[config.mk]
export PLATFORM = sky130hd
export DESIGN_NAME = intercon_slave_decoder
export DESIGN_NICKNAME = d
export VERILOG_FILES = /design/src/rtl/intercon_slave_decoder.sv
export SDC_FILE = /design/constraint.sdc
export NUM_CORES = 1
export LEC_CHECK = 0
export CELL_PAD_IN_SITES_DETAIL_PLACEMENT = 1
export CELL_PAD_IN_SITES_GLOBAL_PLACEMENT = 2
export CORE_ASPECT_RATIO = 1.2
export CORE_MARGIN = 2
export CORE_UTILIZATION = 12
export CTS_BUF_LIST = sky130_fd_sc_hd__clkbuf_16
export CTS_CLUSTER_SIZE = 10
export DETAILED_ROUTE_END_ITERATION = 8
export PLACE_DENSITY = 0.84
export SKIP_CTS_REPAIR_TIMING = 1
export SLEW_MARGIN = 20
export SYNTH_ARGS = -nofsm -noshare
export SYNTH_HDL_FRONTEND = slang
export SYNTH_SLANG_ARGS = --single-unit
[constraint.sdc]
create_clock -name clk -period 2.5 [get_ports clk]
set_input_delay 0.375 -clock clk [delete_from_list [all_inputs] [get_ports clk]]
set_output_delay 0.375 -clock clk [all_outputs]
set_load 0.01 [all_outputs]
[src/rtl/intercon_slave_decoder.sv]
// -----------------------------------------------------------------------------
// intercon_slave_decoder
//   Slave-side end of the i2d SoC intercon. Takes the bus cycle of the master
//   currently granted by the arbiter, decodes the top DEC_BITS of the address
//   to one of SLAVE_NUM slaves, and forwards strobe/cycle to that slave only.
//   It returns that slave's ack/err/read data to the master. Unmapped addresses
//   and slaves that stay silent for TIMEOUT cycles produce a one-cycle bus error.
//
// Ports
//   clk, rst                 clock (rising edge), asynchronous active-low reset
//   m_cyc, m_stb, m_we       granted master cycle / strobe / write enable
//   m_adr, m_sel, m_dat_i    granted master address / byte selects / write data
//   m_dat_o, m_ack, m_err    read data, acknowledge and error back to the master
//   s_cyc, s_stb             per-slave cycle and strobe (at most one bit set)
//   s_we, s_adr, s_sel,      broadcast copies of the master signals
//   s_dat_o
//   s_dat_i                  packed slave read data, slave i at [i*DATA_WIDTH +: DATA_WIDTH]
//   s_ack, s_err             per-slave acknowledge and error
// -----------------------------------------------------------------------------
module intercon_slave_decoder #(
    parameter int SLAVE_NUM  = 4,
    parameter int ADDR_WIDTH = 32,
    parameter int DATA_WIDTH = 32,
    parameter int DEC_BITS   = 4,
    parameter int TIMEOUT    = 255
) (
    input  logic                            clk,
    input  logic                            rst,
    input  logic                            m_cyc,
    input  logic                            m_stb,
    input  logic                            m_we,
    input  logic [ADDR_WIDTH-1:0]           m_adr,
    input  logic [DATA_WIDTH/8-1:0]         m_sel,
    input  logic [DATA_WIDTH-1:0]           m_dat_i,
    output logic [DATA_WIDTH-1:0]           m_dat_o,
    output logic                            m_ack,
    output logic                            m_err,
    output logic [SLAVE_NUM-1:0]            s_cyc,
    output logic [SLAVE_NUM-1:0]            s_stb,
    output logic                            s_we,
    output logic [ADDR_WIDTH-1:0]           s_adr,
    output logic [DATA_WIDTH/8-1:0]         s_sel,
    output logic [DATA_WIDTH-1:0]           s_dat_o,
    input  logic [SLAVE_NUM*DATA_WIDTH-1:0] s_dat_i,
    input  logic [SLAVE_NUM-1:0]            s_ack,
    input  logic [SLAVE_NUM-1:0]            s_err
);

    typedef enum logic [1:0] {
        IDLE   = 2'd0,
        ACTIVE = 2'd1,
        ERR    = 2'd2
    } state_t;

    state_t                state, next_state;
    logic [DEC_BITS-1:0]   sel_q;
    logic [15:0]           wdog;

    logic [DEC_BITS-1:0]   dec_idx;
    logic                  dec_hit;
    logic [SLAVE_NUM-1:0]  sel_onehot;
    logic                  sel_ack;
    logic                  sel_err;
    logic [DATA_WIDTH-1:0] sel_dat;
    logic                  wdog_expired;

    // Write-side signals go to every slave; only s_cyc/s_stb qualify them.
    assign s_we    = m_we;
    assign s_adr   = m_adr;
    assign s_sel   = m_sel;
    assign s_dat_o = m_dat_i;

    assign dec_idx      = m_adr[ADDR_WIDTH-1 -: DEC_BITS];
    assign dec_hit      = ({{(32-DEC_BITS){1'b0}}, dec_idx} < 32'(SLAVE_NUM));
    assign wdog_expired = (wdog == 16'(TIMEOUT));

    // Mux the registered slave index onto the per-slave response vectors.
    // A loop keeps sel_q free of out-of-range indexing when SLAVE_NUM < 2**DEC_BITS.
    always_comb begin
        sel_onehot = '0;
        sel_ack    = 1'b0;
        sel_err    = 1'b0;
        sel_dat    = '0;
        for (int i = 0; i < SLAVE_NUM; i++) begin
            if (sel_q == DEC_BITS'(i)) begin
                sel_onehot[i] = 1'b1;
                sel_ack       = s_ack[i];
                sel_err       = s_err[i];
                sel_dat       = s_dat_i[i*DATA_WIDTH +: DATA_WIDTH];
            end
        end
    end

    always_comb begin
        next_state = state;
        s_cyc      = '0;
        s_stb      = '0;
        m_ack      = 1'b0;
        m_err      = 1'b0;
        m_dat_o    = '0;
        case (state)
            IDLE: begin
                if (m_cyc && m_stb) begin
                    next_state = dec_hit ? ACTIVE : ERR;
                end
            end
            ACTIVE: begin
                if (!m_cyc) begin
                    // Master abort: release the slave this cycle, report nothing.
                    next_state = IDLE;
                end else begin
                    s_cyc = sel_onehot;
                    s_stb = m_stb ? sel_onehot : '0;
                    if (sel_ack) begin
                        // Ack outranks both a simultaneous err and the watchdog.
                        m_ack      = 1'b1;
                        m_dat_o    = sel_dat;
                        next_state = IDLE;
                    end else if (sel_err) begin
                        m_err      = 1'b1;
                        next_state = IDLE;
                    end else if (wdog_expired) begin
                        next_state = ERR;
                    end
                end
            end
            ERR: begin
                m_err      = 1'b1;
                next_state = IDLE;
            end
            default: begin
                next_state = IDLE;
            end
        endcase
    end

    always_ff @(posedge clk or negedge rst) begin
        if (!rst) begin
            state <= IDLE;
            sel_q <= '0;
            wdog  <= '0;
        end else begin
            state <= next_state;
            if (state == IDLE) begin
                // Watchdog restarts from zero for every transfer, including after an abort.
                wdog <= '0;
                if (m_cyc && m_stb && dec_hit) begin
                    sel_q <= dec_idx;
                end
            end else if (state == ACTIVE) begin
                wdog <= wdog + 16'd1;
            end
        end
    end

endmodule

Word level (Yosys, flattened, before mapping) --
Cells that the tools add are included.
Storage, ports and cells: output and inout bits 111, word-level logic and storage cells 60, flip-flop bits (word level) 22
Operators by class: eq/ne operators 8, add/subtract/negate cells 1, magnitude comparators 1, muxes and demuxes 40, reduce and logical (&&, ||, !) cells 7
Operators by type and width (count):
- $mux W32 | 7
- $mux W16 | 2
- $mux W4 | 5
- $mux W1 | 18
- $add A16 B1 Y16 const B | 1
- $eq A16 B8 Y1 const B | 1
- $mux W2 | 6
- $eq A4 B2 Y1 const B | 2
- $ne A5 B5 Y1 const B | 1
- $eq A4 B1 Y1 const B | 1
- $logic_not A4 Y1 | 1
- $lt A4 B3 Y1 const B | 1
- $pmux W2 S2 | 1
- $reduce_and A2 Y1 | 2
- $eq A2 B1 Y1 const B | 1
- $eq A2 B2 Y1 const B | 1
- $logic_and A1 B1 Y1 | 2
- $logic_not A2 Y1 | 1
- $ne A2 B2 Y1 const B | 1
- $pmux W1 S2 | 1
- $reduce_bool A2 Y1 | 1

Depth between registers and ports, before layout --
Gate-level depths: netlist (run 1).
depth in word-level cells 9, gate-level depth with buffers 7

Worst setup path before layout (run 1) --
OpenSTA, ideal clock, no wires.
path kind reg-to-output, start point register sel_q[2], end point output m_dat_o[26], slack 589 ps, arrival time 1536 ps, stages on the path, launching flop included 6, buffers on the path 1, cells stage by stage dfrtp_1 > or3b_1 > buf_2 > o22ai_1 > nand2_2 > a211oi_1
Between the ends: longest elaborated chain between the ends 8, elaborated cells on any way between the ends 15
RTL lines:
- start, declared | line 56 | logic [DEC_BITS-1:0] sel_q;
- start signal, assigned | line 148 | sel_q <= dec_idx;
- $logic_not A4 Y1 | line 85 | if (sel_q == DEC_BITS'(i)) begin
- $mux W32 or $mux W1 (tied branches) (4 in series) | line 85
- $mux W32 (*) | line 114 | if (sel_ack) begin
- $mux W32 (*) | line 108 | if (!m_cyc) begin
- $mux W32 (*) | line 101 | case (state)
- end, declared | line 35 | output logic [DATA_WIDTH-1:0] m_dat_o,
Every way passes the cells marked *; elsewhere a longest branch is shown, timed or not.

Worst setup path after layout (run 1) --
start point register sel_q[1], end point output m_dat_o[25]
Same word-level chain as after synthesis.

==> out/results.tsv, run 1 <==
stage	metric	value	unit
status	status	complete, but fails checks	
status	violated checks	setup timing	
placed_design	gpl congestion	0.7535	
clock_tree	Num CTS Buffers	3	
sta	RSZ-0062 raised after global routing	yes	
placed_design	Detailed Place HPWL	10580	um
critical_path	Crit Path Max Fanout	5	
global_routing	grt ovf	0	
placed_design	dpl cells	799	
yosys	Mapped Area	2780	um2
clock_tree	CTS clk-pin slew, worst paths	60	ps
routing	vias per std cell	3.798	
layout	Layout area overhead	80.96	%
die	core footprint	22970	um2
sta	Final setup viols	16	
critical_path	slowest stage delay, CP	540	ps
sta	time the worst path needs with I/O delays and setup	2700	ps
critical_path	worst r2r dst	wdog[15]	
placed_design	number of port buffers	189	
run	max_cap viols	0	
placed_design	area post-placement	4752	um2
sta	final hold vios	0	
die	starting density of the core	12.10	%
global_routing	initial antenna violation count	0	
routing	drt wl/cell	15.69	um
critical_path	Slowest-stage cell, CP	clkdlybuf4s50_1	
clock_tree	Root Buffer	clkbuf_16	
critical_path	cell depth of the worst flop-to-flop path	7	
sta	Setup Total Neg Slack	-2209	ps
critical_path	reg-to-reg slack, setup	530	ps
global_routing	vias in the first global route	3156	
sta	fin crit share	108.0	%
yosys	Synth Instances	351	
yosys	Post-synth EDFFs	0	
clock_tree	clk sinks	22	
sta	post-route clock skew	6.646	ps
sta	final worst slack	-200.3	ps
routing	TritonRoute pass-1 iters	4	
clock_tree	CTS H-tree lvls	1	
power	Leakage	2.326	nW
critical_path	crit path cell chain	or3_4, nor2_4, buf_4, buf_12, a221oi_1, nor2_1, clkdlybuf4s50_1	
sta	Slew @ Worst Pin	401.7	ps
die	Die Area	24410	um2
layout	share of cells above drive strength 1	14.60	%
critical_path	delay-heaviest family, CP	buffers and inverters	
critical_path	reg-to-reg critical path startpoint	state[1]	
critical_path	Buf+Inv Stages, Crit Path	3	
critical_path	Setup crit end	m_dat_o[25]	
critical_path	Worst setup EP type	output pin	
yosys	ys async rst share	100.0	%
layout	Core Util, Final	21.90	%
layout	post-route cell area	5031	um2
placed_design	DP Worst Slack	-299.0	ps
die	row cnt	61	
layout	number of diodes	0	
die	DIE HEIGHT	170.7	um
yosys	post-synthesis net count	564	
critical_path	Worst path depth	7	
routing	routed via count	3069	
yosys	Synth Warn #	0	
sta	Slew Viols, Final	0	
die	Die X-Extent	143.0	um
global_routing	first-pass GRT wire length	17920	um
layout	final net count	707	
yosys	register area share after synthesis	19.80	%
layout	Fill cells	2708	
critical_path	Startpoint Class	flop	
routing	Detailed Route WL	12680	um
clock_tree	CTS tree	built	
critical_path	WP data arrival	2330	ps
power	Pwr Density	608.4	nW/um2
yosys	post-synthesis cell type count	46	
critical_path	critical path startpoint	sel_q[1]	
yosys	FF+latch count, synth	22	
sta	FMAX	370.3	MHz
global_routing	gr usage total	9.547	%
worst_hold_path	Hold Crit Class	input pin to async pin	
power	worst vdd ir	0.3287	mV
clock_tree	clk buf depth	2	
critical_path	WP data required	2120	ps
routing	Residual DRC	0	
yosys	Post-synth top flop	dfrtp_1	
sta	max_slew headroom	73.22	%
die	IO Pins	320	
critical_path	Worst Path Class, Setup	flop to output pin	
clock_tree	Clk Latency, worst-skew pair	250	ps
global_routing	largest net degree at the start of global routing	26	
routing	Routed Antenna Nets	0	
yosys	Avg Inst Size Synth	7.921	um2
routing	Iter 0 DRT Violations	50	
layout	Non-Filler Instances	808	
## worst reg2reg max path: stages (launching register included)
cell and delay [ps]:
dfrtp_1 400, inv_2 80, ha_2 190, buf_6 130, o2111a_4 270, nand4_4 160
or4_1 510, a21oi_1 150
## stage by stage
| step | total power, mW | hold WS (ps) |
|---|---|---|
| CTS | 2.929 | 490.7 |
| finish | 3.061 | 477.5 |
| detailed placement | 2.582 | 522.7 |
| global placement | 2.581 | 511.0 |
| floorplan | 1.660 | 79.41 |
| global route | 3.309 | 517.8 |
## power by group
part / switching, mW / total [mW] / internal, mW / leakage, nW
Combinational: 1.10 / 2.29 / 1.19 / 1.98
Sequential: 0.0448 / 0.431 / 0.386 / 0.300
Clock: 0.124 / 0.337 / 0.213 / 0.0423
## cell usage in the layout, fill, tap and decap left out, types with 3 or more instances in the layout
master / count
inv_1: 7
a21oi_1: 6
mux2i_1: 34
nor2_1: 74
clkdlybuf4s50_1: 167
o21ai_0: 4
dlymetal6s2s_1: 22
dfrtp_1: 21
a221oi_1: 29
nand2_1: 9
or4_1: 3
xor2_1: 5
buf_4: 31
nand4_1: 3
xnor2_1: 5
clkbuf_16: 3
buf_12: 7
o31ai_1: 4
ha_1: 3
and3_1: 3
nor3_1: 5
## per-layer routing
| layer | routed length [um] | vias to the layer above | GRT usage (%) |
|---|---|---|---|
| met5 | 0 | - | 0 |
| met4 | 393 | 0 | 3.487 |
| met3 | 970 | 32 | 1.875 |
| met2 | 6606 | 144 | 18.56 |
| met1 | 4712 | 1433 | 10.01 |
| li1 | - | 1460 | - |
## worst min-delay path by stage
stage / startpoint / to / slack (ps) / cells past startpoint
floorplan: rst / sel_q[0] / 80 / 0
global placement: sel_q[2] / sel_q[2] / 510 / 1
detailed placement: sel_q[2] / sel_q[2] / 520 / 1
CTS: rst / wdog[11] / 490 / 2
global route: rst / wdog[4] / 520 / 2
finish: rst / wdog[6] / 480 / 2
## Yosys cell counts, types with 2 or more instances
master    count  share of area [%]
nor2_1       75                 10
buf_4        70                 19
mux2i_1      35                 13
a221oi_1     30                9.5
dfrtp_1      22                 20
clkbuf_1     10                1.4
nand2_1      10                1.4
buf_2         7                1.3
inv_1         7               0.95
nor3_1        7                1.3
a21oi_1       6                1.1
buf_6         5                2.0
xnor2_1       5                1.6
xor2_1        5                1.6
ha_1          4                1.8
o21ai_0       4               0.72
o31ai_1       4                1.1
and2_1        3               0.68
and3_1        3               0.68
nand4_1       3               0.68
or3_1         3               0.68
or4_1         3               0.81
a211oi_1      2               0.54
a22oi_1       2               0.54
mux2_2        2               0.81
nand3_1       2               0.36
nor4_1        2               0.45
o22ai_1       2               0.45
## cell families (layout without fill, tap and decap cells)
logic type / Yosys count / in the layout / share of synthesized area (%)
flip-flops: 22 / 22 / 19.80
AO/OA/AOI/OAI: 57 / 57 / 16.79
AND/OR/NAND/NOR: 122 / 122 / 20.57
XOR/XNOR: 10 / 10 / 3.150
adder cells (fa/ha/maj): 4 / 4 / 1.800
buffers and inverters: 99 / 241 / 24.48
multiplexers: 37 / 37 / 13.41
## layout make-up
| type | instances | area (um2) | share of cell area, % |
|---|---|---|---|
| Multi-Input combinational cell | 230 | 1623 | 32.26 |
| Timing Repair Buffer | 230 | 2357 | 46.85 |
| Clock inverter | 1 | 3.754 | 0.07461 |
| Inverter | 7 | 26.28 | 0.5223 |
| Tap cell | 315 | 394.1 | 7.834 |
| Sequential cell | 22 | 551.8 | 10.97 |
| Clock buffer | 3 | 75.07 | 1.492 |
## sequential cells by signal, summed over array words and instances (netlist names)
name / flops
state: 2
sel_q: 4
wdog: 16
Note: power is estimated with default switching activity, not from simulation.
==> run 2, diff against run 1 <==
- CORE_ASPECT_RATIO: 1.2 -> 0.8
- SLEW_MARGIN: 20 -> not set
==> out/results.tsv, run 2 (synthesis gave the netlist of run 1 again) <==
stage	metric	value	unit
status	status	complete, no violations	
sta	final hold vios	0	
clock_tree	clk sinks	22	
power	worst vdd ir	0.3413	mV
clock_tree	Root Buffer	clkbuf_16	
clock_tree	CTS tree	built	
sta	Final setup viols	0	
placed_design	DP Worst Slack	-113.2	ps
global_routing	gr usage total	9.843	%
layout	most common cell after layout, fill and taps aside	clkdlybuf4s50_1	
routing	Residual DRC	0	
placed_design	number of port buffers	189	
die	IO Pins	320	
clock_tree	Clk Latency, worst-skew pair	250	ps
layout	number of diodes	0	
sta	Slew Viols, Final	0	
critical_path	WP data arrival	2000	ps
die	Die X-Extent	174.2	um
critical_path	cell depth of the worst flop-to-flop path	7	
sta	max_slew headroom	72.87	%
global_routing	initial antenna violation count	0	
routing	TritonRoute pass-1 iters	4	
critical_path	Startpoint Class	flop	
routing	drt wl/cell	15.85	um
global_routing	grt ovf	0	
clock_tree	Num CTS Buffers	3	
sta	time the worst path needs with I/O delays and setup	2379	ps
critical_path	worst r2r dst	wdog[15]	
die	starting density of the core	12.29	%
power	Leakage	2.566	nW
die	row cnt	49	
die	core footprint	22620	um2
layout	Non-Filler Instances	788	
clock_tree	CTS clk-pin slew, worst paths	60	ps
clock_tree	clk buf depth	2	
placed_design	gpl congestion	0.7295	
global_routing	first-pass GRT wire length	19070	um
critical_path	WP data required	2120	ps
run	max_cap viols	0	
routing	routed via count	3054	
routing	vias per std cell	3.876	
layout	Regs by FF count	wdog: 16 flops, sel_q: 4 flops, state: 2 flops	
critical_path	Worst setup EP type	output pin	
sta	Slew @ Worst Pin	407.0	ps
sta	fin crit share	95.17	%
layout	number of flip-flops in the largest register	16	
placed_design	Detailed Place HPWL	10040	um
critical_path	Crit Path Max Fanout	3	
sta	post-route clock skew	3.433	ps
placed_design	dpl cells	784	
layout	share of cells above drive strength 1	10.79	%
routing	Iter 0 DRT Violations	107	
global_routing	largest net degree at the start of global routing	34	
routing	Detailed Route WL	12490	um
power	total power	2.938	mW
routing	Routed Antenna Nets	0	
die	Die Area	24410	um2
layout	most frequent cells in the layout	149 x clkdlybuf4s50_1, 75 x nor2_1, 39 x dlymetal6s2s_1, 35 x mux2i_1, 30 x a221oi_1	
worst_hold_path	Hold Crit Class	input pin to async pin	
die	DIE HEIGHT	140.1	um
critical_path	Worst Path Class, Setup	flop to output pin	
power	Pwr Density	598.1	nW/um2
critical_path	reg-to-reg slack, setup	480	ps
layout	Layout area overhead	76.69	%
layout	final net count	696	
sta	final worst slack	120.9	ps
global_routing	vias in the first global route	3337	
sta	FMAX	420.3	MHz
critical_path	critical path startpoint	state[1]	
clock_tree	CTS H-tree lvls	1	
critical_path	reg-to-reg critical path startpoint	state[1]	
layout	largest register by flop count	wdog	
-- run 2: layout make-up --
type                    count  area [um2]
repair buffers            219        2297
clock buffers               3       75.07
well taps                 306       382.9
flip-flops and latches     22       553.0
clock inverters             1       3.754
inverters                   7       26.28
multi-input cells         230        1574
fillers                  2661       17710
-- run 2: worst max path at each step --
stage                     depth (start not counted)          end
after CTS                                         6  m_dat_o[26]
after global routing                              6     s_cyc[1]
after detailed placement                          6  m_dat_o[26]
after global placement                            7  m_dat_o[29]
final                                             6     s_cyc[1]
after floorplan                                   5  m_dat_o[26]
-- run 2: worst max-delay path, stage by stage (launching register included) --
cell,delay [ps]
dfrtp_1,380
inv_1,100
ha_2,210
and2_2,200
buf_4,140
and3_1,150
clkdlybuf4s50_1,570
-- run 2: where the power goes --
part / internal, mW / switching, mW
clock: 0.213 / 0.125
combinational: 1.10 / 1.06
sequential: 0.386 / 0.0510
total: 1.70 / 1.24
-- run 2: metrics by stage --
stage | hold slack, ps | area (um2) | setup TNS [ps] | utilization [%]
floorplan | 79.41 | 2780 | 0 | -
global placement | 518.7 | 4720 | -137.4 | 20.86
detailed placement | 532.2 | 4720 | -180.1 | 20.86
CTS | 481.3 | 4798 | -9073 | 21.21
global route | 492.6 | 4912 | -2.287 | 21.71
finish | 472.2 | 4912 | 0 | 21.71
-- run 2: routing by layer --
layer  up-vias  routed length (um)  global-route usage (%)
li1       1442                   -                       -
met1      1452                5709                   13.07
met2       150                5575                   15.73
met3        10                1101                   3.312
met4         0                 103                   1.592
met5         -                   0                       0
